===== config.mk =====
export PLATFORM = sky130hd
export DESIGN_NAME = player_move_ctrl
export DESIGN_NICKNAME = d
export VERILOG_FILES = /design/src/rtl/player_move_ctrl.sv
export SDC_FILE = /design/constraint.sdc
export NUM_CORES = 1
export LEC_CHECK = 0
export BUFFER_PORTS_ARGS = -buffer_cell sky130_fd_sc_hd__buf_2
export CORE_ASPECT_RATIO = 1.1
export CORE_MARGIN = 1.5
export CORE_UTILIZATION = 45
export DETAILED_ROUTE_END_ITERATION = 6
export PLACE_DENSITY = 0.73
export SYNTH_ARGS = -nofsm -noshare
export SYNTH_HDL_FRONTEND = slang
export SYNTH_SLANG_ARGS = --single-unit

===== constraint.sdc =====
create_clock -name clk -period 4.7 [get_ports clk]
set_clock_uncertainty 0.1 [all_clocks]
set_input_delay 0.47 -clock clk [delete_from_list [all_inputs] [get_ports clk]]
set_output_delay 0.47 -clock clk [all_outputs]
set_load 0.1 [all_outputs]

===== src/rtl/player_move_ctrl.sv =====
// player_move_ctrl: turns the held-arrow vector from the keyboard decoder into
// a grid position. Steps once on press, auto-repeats after a hold delay, and
// clamps at the grid edges (or wraps when WRAP_AROUND_EN is defined).
// Optional feature macro: WRAP_AROUND_EN.
module player_move_ctrl #(
   parameter int XW            = 4,
   parameter int YW            = 4,
   parameter int X_MAX         = 15,
   parameter int Y_MAX         = 11,
   parameter int X_INIT        = 0,
   parameter int Y_INIT        = 0,
   parameter int HOLD_CYCLES   = 25_000_000,
   parameter int REPEAT_CYCLES = 5_000_000,
   parameter int CNT_W         = 25
) (
   input  logic          clk,
   input  logic          rst,
   input  logic [3:0]    nums,
   input  logic          en,
   output logic [XW-1:0] pos_x,
   output logic [YW-1:0] pos_y,
   output logic          moved
);

   typedef enum logic [1:0] {
      IDLE   = 2'd0,
      HOLD   = 2'd1,
      REPEAT = 2'd2
   } state_t;

   localparam logic signed [1:0] D_POS  = 2'sb01;
   localparam logic signed [1:0] D_NEG  = 2'sb11;
   localparam logic signed [1:0] D_ZERO = 2'sb00;

   localparam logic [XW-1:0]    X_MAX_V   = XW'(X_MAX);
   localparam logic [YW-1:0]    Y_MAX_V   = YW'(Y_MAX);
   localparam logic [XW-1:0]    X_INIT_V  = XW'(X_INIT);
   localparam logic [YW-1:0]    Y_INIT_V  = YW'(Y_INIT);
   localparam logic [CNT_W-1:0] HOLD_TC   = CNT_W'(HOLD_CYCLES - 1);
   localparam logic [CNT_W-1:0] REPEAT_TC = CNT_W'(REPEAT_CYCLES - 1);

   state_t             state, state_nxt;
   logic [CNT_W-1:0]   timer, timer_nxt;
   logic signed [1:0]  ldx, ldy, ldx_nxt, ldy_nxt;
   logic signed [1:0]  dx, dy;
   logic               active, dir_chg, do_step;
   logic [XW-1:0]      nx;
   logic [YW-1:0]      ny;

   // Next x for one step in direction d: clamp at the edges, or wrap.
   function automatic logic [XW-1:0] step_x(input logic [XW-1:0] p,
                                            input logic signed [1:0] d);
      logic [XW-1:0] r;
      r = p;
      if (d == D_POS) begin
         if (p == X_MAX_V) begin
`ifdef WRAP_AROUND_EN
            r = '0;
`else
            r = p;
`endif
         end else begin
            r = p + 1'b1;
         end
      end else if (d == D_NEG) begin
         if (p == '0) begin
`ifdef WRAP_AROUND_EN
            r = X_MAX_V;
`else
            r = p;
`endif
         end else begin
            r = p - 1'b1;
         end
      end
      return r;
   endfunction

   // Next y for one step in direction d: clamp at the edges, or wrap.
   function automatic logic [YW-1:0] step_y(input logic [YW-1:0] p,
                                            input logic signed [1:0] d);
      logic [YW-1:0] r;
      r = p;
      if (d == D_POS) begin
         if (p == Y_MAX_V) begin
`ifdef WRAP_AROUND_EN
            r = '0;
`else
            r = p;
`endif
         end else begin
            r = p + 1'b1;
         end
      end else if (d == D_NEG) begin
         if (p == '0) begin
`ifdef WRAP_AROUND_EN
            r = Y_MAX_V;
`else
            r = p;
`endif
         end else begin
            r = p - 1'b1;
         end
      end
      return r;
   endfunction

   // Effective direction: opposing keys cancel on their own axis only.
   always_comb begin
      dx = D_ZERO;
      dy = D_ZERO;
      if (nums[0] && !nums[1])      dx = D_POS;
      else if (nums[1] && !nums[0]) dx = D_NEG;
      if (nums[2] && !nums[3])      dy = D_POS;
      else if (nums[3] && !nums[2]) dy = D_NEG;
      active  = (dx != D_ZERO) || (dy != D_ZERO);
      dir_chg = (dx != ldx) || (dy != ldy);
      nx      = step_x(pos_x, dx);
      ny      = step_y(pos_y, dy);
   end

   // Next-state logic: decides when to step and runs the hold/repeat timer.
   always_comb begin
      state_nxt = state;
      timer_nxt = timer;
      ldx_nxt   = ldx;
      ldy_nxt   = ldy;
      do_step   = 1'b0;
      unique case (state)
         IDLE: begin
            if (en && active) begin
               do_step   = 1'b1;
               state_nxt = HOLD;
               timer_nxt = '0;
            end
         end
         HOLD: begin
            if (!active || !en) begin
               state_nxt = IDLE;
               timer_nxt = '0;
            end else if (dir_chg) begin
               do_step   = 1'b1;
               timer_nxt = '0;
            end else if (timer == HOLD_TC) begin
               do_step   = 1'b1;
               state_nxt = REPEAT;
               timer_nxt = '0;
            end else begin
               timer_nxt = timer + 1'b1;
            end
         end
         REPEAT: begin
            if (!active || !en) begin
               state_nxt = IDLE;
               timer_nxt = '0;
            end else if (dir_chg) begin
               do_step   = 1'b1;
               state_nxt = HOLD;
               timer_nxt = '0;
            end else if (timer == REPEAT_TC) begin
               do_step   = 1'b1;
               timer_nxt = '0;
            end else begin
               timer_nxt = timer + 1'b1;
            end
         end
         default: begin
            state_nxt = IDLE;
            timer_nxt = '0;
         end
      endcase
      if (do_step) begin
         ldx_nxt = dx;
         ldy_nxt = dy;
      end
   end

   // FSM state, timer and latched direction registers.
   always_ff @(posedge clk) begin
      if (rst) begin
         state <= IDLE;
         timer <= '0;
         ldx   <= D_ZERO;
         ldy   <= D_ZERO;
      end else begin
         state <= state_nxt;
         timer <= timer_nxt;
         ldx   <= ldx_nxt;
         ldy   <= ldy_nxt;
      end
   end

   // Position registers; moved flags only steps that changed the position.
   always_ff @(posedge clk) begin
      if (rst) begin
         pos_x <= X_INIT_V;
         pos_y <= Y_INIT_V;
         moved <= 1'b0;
      end else begin
         if (do_step) begin
            pos_x <= nx;
            pos_y <= ny;
         end
         moved <= do_step && ((nx != pos_x) || (ny != pos_y));
      end
   end

endmodule


==> Implementation_results.wiki <==
{| class="wikitable"
! Metric !! Value
|-
| Slew at the pin closest to its max-slew limit || 0.7830 ns
|-
| Number of global-route vias before repair || slightly below 2,000
|-
| Layout area overhead || 8.843%
|-
| Clock tree from TritonCTS || done
|-
| Start point of the worst hold path || ldx[1]$_SDFFE_PP0P_
|-
| # setup viols final || 0
|-
| Largest net degree at the start of global routing || 33
|-
| Cell count after synthesis || around 310
|-
| Period utilisation layout || 60.09%
|-
| Worst reg2reg setup slack || ~1.9 ns
|-
| Maximum ir drop on the vdd rail || roughly 0.13 mV
|-
| Per-cell routed wire length || about 13 um
|-
| Post-synth EDFFs || 0
|-
| Mean cell area of the mapped netlist || 8.092 um^2
|-
| Total gr overflow || 0
|-
| Pre-CTS setup slack || ~1.9 ns
|-
| Cell area after technology mapping || around 2500 um^2
|-
| Classification of the worst setup path || reg -> reg
|-
| Cell type contributing the most total cell area after synthesis || dfxtp_1
|-
| DIE AREA || between 5000 and 6000 um^2
|-
| End of the worst register-to-register path || timer[11]$_SDFFE_PP0P_
|-
| Highest cell delay on the worst timing path || between 0.6 and 0.7 ns
|-
| Overall fraction of global-route tracks in use || between 10% and 20%
|-
| Number of nets in the synthesized netlist || 328
|-
| Root Buffer || clkbuf_8
|-
| Warning count from the yosys run || 0
|-
| Clock tree sinks || 40
|-
| Proportion of netlist area held by the largest area contributor || 32.34%
|-
| Total number of vias || ~2,300
|-
| Total of hold buffers inserted after clock tree synthesis || 0
|-
| H-Tree Depth || 2
|-
| Initial DRC count || a little over 80
|-
| Maximum number of buffers from clock root to sink || 2
|-
| Crit path cell chain || ha_1, and4_1, and4_4, nand2_1, a22o_2, o21bai_1, nor2_1
|-
| Total Power || 818.2 uW
|-
| Final net count || approximately 340
|-
| Netlist cell types || between 50 and 60
|-
| Max-capacitance violation count || 0
|-
| Sequential cell area fraction in the yosys report || approximately a third
|-
| Cell with the largest stage delay on the worst path || o21bai_1
|-
| Remaining max-slew budget at the tightest pin || 47.69%
|-
| Final hold viol count || 0
|-
| FP Rows || 28
|-
| Detailed Routing Iterations Pass 1 || 4
|-
| Width of the die || between 70 and 80 um
|-
| Clock latency of the later-clocked register in the worst-skew pair || a little under 0.3 ns
|-
| Largest fanout of any net on the critical path || 26
|-
| Cell depth of the worst flop-to-flop path || 7
|-
| # port buffers || 15
|-
| Placed wire-length estimate after detailed placement || around 3600 um
|-
| Unrepaired setup endpoints after global routing || no
|-
| Min-delay worst type || reg -> reg
|-
| Initial standard-cell utilization of the core || a little under half
|-
| Top achievable clock speed || 354.1 MHz
|-
| Height of the die || between 80 and 90 um
|-
| Yosys reg bits || 40
|-
| Final setup TNS || 0 ns
|-
| Depth of the worst hold-timing path || 2
|-
| Critical path required time || ~4.8 ns
|-
| Standby leakage power || between 0.0009 and 0.001 uW
|-
| Outcome || finished clean
|-
| Post-cts repair resize count || 0
|-
| Top Ports || 16
|-
| Post-layout minimum cycle time || 2.824 ns
|-
| Num CTS Buffers || 5
|-
| Launch instance of the worst register-to-register path || timer[0]$_SDFFE_PP0P_
|-
| Final GP Congestion || between 0.8 and 0.9
|-
| Vias/cell || roughly 5.8
|-
| Antenna Diode Count || 0
|-
| Final core utilization || approximately half
|-
| Total detailed-routing wirelength || slightly above 5000 um
|-
| Global-route wire length before repair || roughly 8700 um
|-
| Element type at the critical path start || register
|-
| Drt drc || 0
|-
| Area inside the core boundary || about 5400 um^2
|-
| Final worst setup slack || approximately 1.9 ns
|-
| Count of nets left with antenna violations after detail routing || 0
|-
| Share of synthesized registers carrying an async set or reset || 0%
|-
| Top post-synthesis cells by area || dfxtp_1 32%, ha_1 7.6%, nor2_1 6.2%
|-
| Initial antenna violation count || 0
|-
| CP Capture Type || register
|-
| Pwr Density || between 300 and 400 nW/um^2
|-
| Terminating pin of the worst hold path || ldx[1]$_SDFFE_PP0P_
|-
| Top_reg_cell synth || dfxtp_1
|-
| Data arrival time of the critical path || about 2.9 ns
|-
| Number of max-slew violations in the final report || 0
|-
| Share of final-layout standard cells stronger than drive strength 1 || approximately a tenth
|-
| Post-CTS Setup Inserts || 0
|-
| Clk slew on worst S/H paths || roughly 0.080 ns
|}
## placed cells by master (no fill, tap or decap), types with 2 or more instances in the layout
cell,count
o32a_1,2
inv_1,16
nand2_1,24
buf_2,15
a211oi_1,7
ha_1,15
a41oi_1,3
a311oi_1,6
and3_1,6
and4_1,4
dfxtp_1,40
a21oi_1,16
nor2_1,41
nor4b_1,2
xor2_1,9
a31oi_1,11
clkbuf_8,5
nand4_1,6
mux2i_1,5
and2_1,3
xnor2_1,7
or4b_1,2
mux2_2,2
a22oi_1,2
o21ai_0,9
nand3_1,22
nor3_1,4
o31ai_1,3
nand2b_1,2
## through the flow
step | hold slack, ns | cells | area, um^2
detailed placement | 0.3825 | 384 | 2587
global route | 0.4320 | 392 | 2695
finish | 0.3902 | 392 | 2695
CTS | 0.3942 | 392 | 2695
floorplan | 0.3663 | 306 | 2476
global placement | 0.3767 | 384 | 2587
## cells in the mapped netlist (2+ instances only)
cell type and instances:
nor2_1 41, dfxtp_1 40, nand2_1 24, nand3_1 22
a21oi_1 16, inv_1 16, ha_1 15, a31oi_1 11
o21ai_0 9, xor2_1 9, a211oi_1 7, clkbuf_1 7
xnor2_1 7, a311oi_1 6, and3_1 6, nand4_1 6
mux2i_1 5, and4_1 4, buf_2 4, nor3_1 4
a41oi_1 3, and2_1 3, o31ai_1 3, a22oi_1 2
mux2_2 2, nand2b_1 2, nor4b_1 2, o32a_1 2
or4b_1 2
## worst max-delay path by stage
stage	slack, ns	end	startpoint
floorplan	2.21	pos_x[0]$_SDFFE_PP0P_	nums[2]
global placement	1.91	timer[21]$_SDFFE_PP0P_	nums[2]
detailed placement	1.87	timer[24]$_SDFFE_PP0P_	nums[2]
CTS	1.89	timer[11]$_SDFFE_PP0P_	timer[0]$_SDFFE_PP0P_
global route	1.58	timer[24]$_SDFFE_PP0P_	timer[0]$_SDFFE_PP0P_
finish	1.88	timer[11]$_SDFFE_PP0P_	timer[0]$_SDFFE_PP0P_
## area by class of cell
type	instances	area, um^2
Clock inverter	2	35.03
Fill cell	521	2665
Tap cell	75	93.84
Inverter	18	67.56
Sequential cell	40	800.8
Multi-Input combinational cell	235	1543
Timing Repair Buffer	16	82.58
Clock buffer	6	72.57
## sequential cells by signal, indices dropped and copies added (netlist names)
signal / cells
state: 2
ldx: 2
ldy: 2
moved: 1
pos_x: 4
timer: 25
pos_y: 4
## report_power, final
part | total (uW) | leakage [uW] | switching, uW | internal, uW
registers | 363 | 0.000323 | 12.3 | 351
logic | 175 | 0.000611 | 123 | 52.4
clock network | 280 | 0.0000552 | 122 | 158
total | 818 | 0.000990 | 257 | 561
## routing by layer
layer	wire length (um)	vias up	GRT usage, %	share of wire, %
li1	-	1134	-	-
met1	2405	1065	21.97	46
met2	2513	50	32.61	48
met3	214	6	4.218	4.1
met4	56	0	5.741	1.1
met5	0	-	0	0
## cell families (layout without fill, tap and decap cells)
family                   Yosys count  in the layout  synth area share, %
XOR/XNOR                          16             16                5.660
flip-flops                        40             40                32.34
AND/OR/NAND/NOR                  126            126                26.23
buffers and inverters             31             42                5.356
adder cells (fa/ha/maj)           15             15                7.580
multiplexers                       7              7                2.931
AO/OA/AOI/OAI                     71             71                19.91
## worst max-delay path, delay by kind of cell (launching register included)
| family | cells | cell delay [ns] |
|---|---|---|
| DFF | 1 | 0.40 |
| and+or+nand+nor | 4 | 0.87 |
| adders and majority gates | 1 | 0.24 |
| AOI/OAI and AO/OA | 2 | 1.07 |
(Power assumes the default switching activity.)
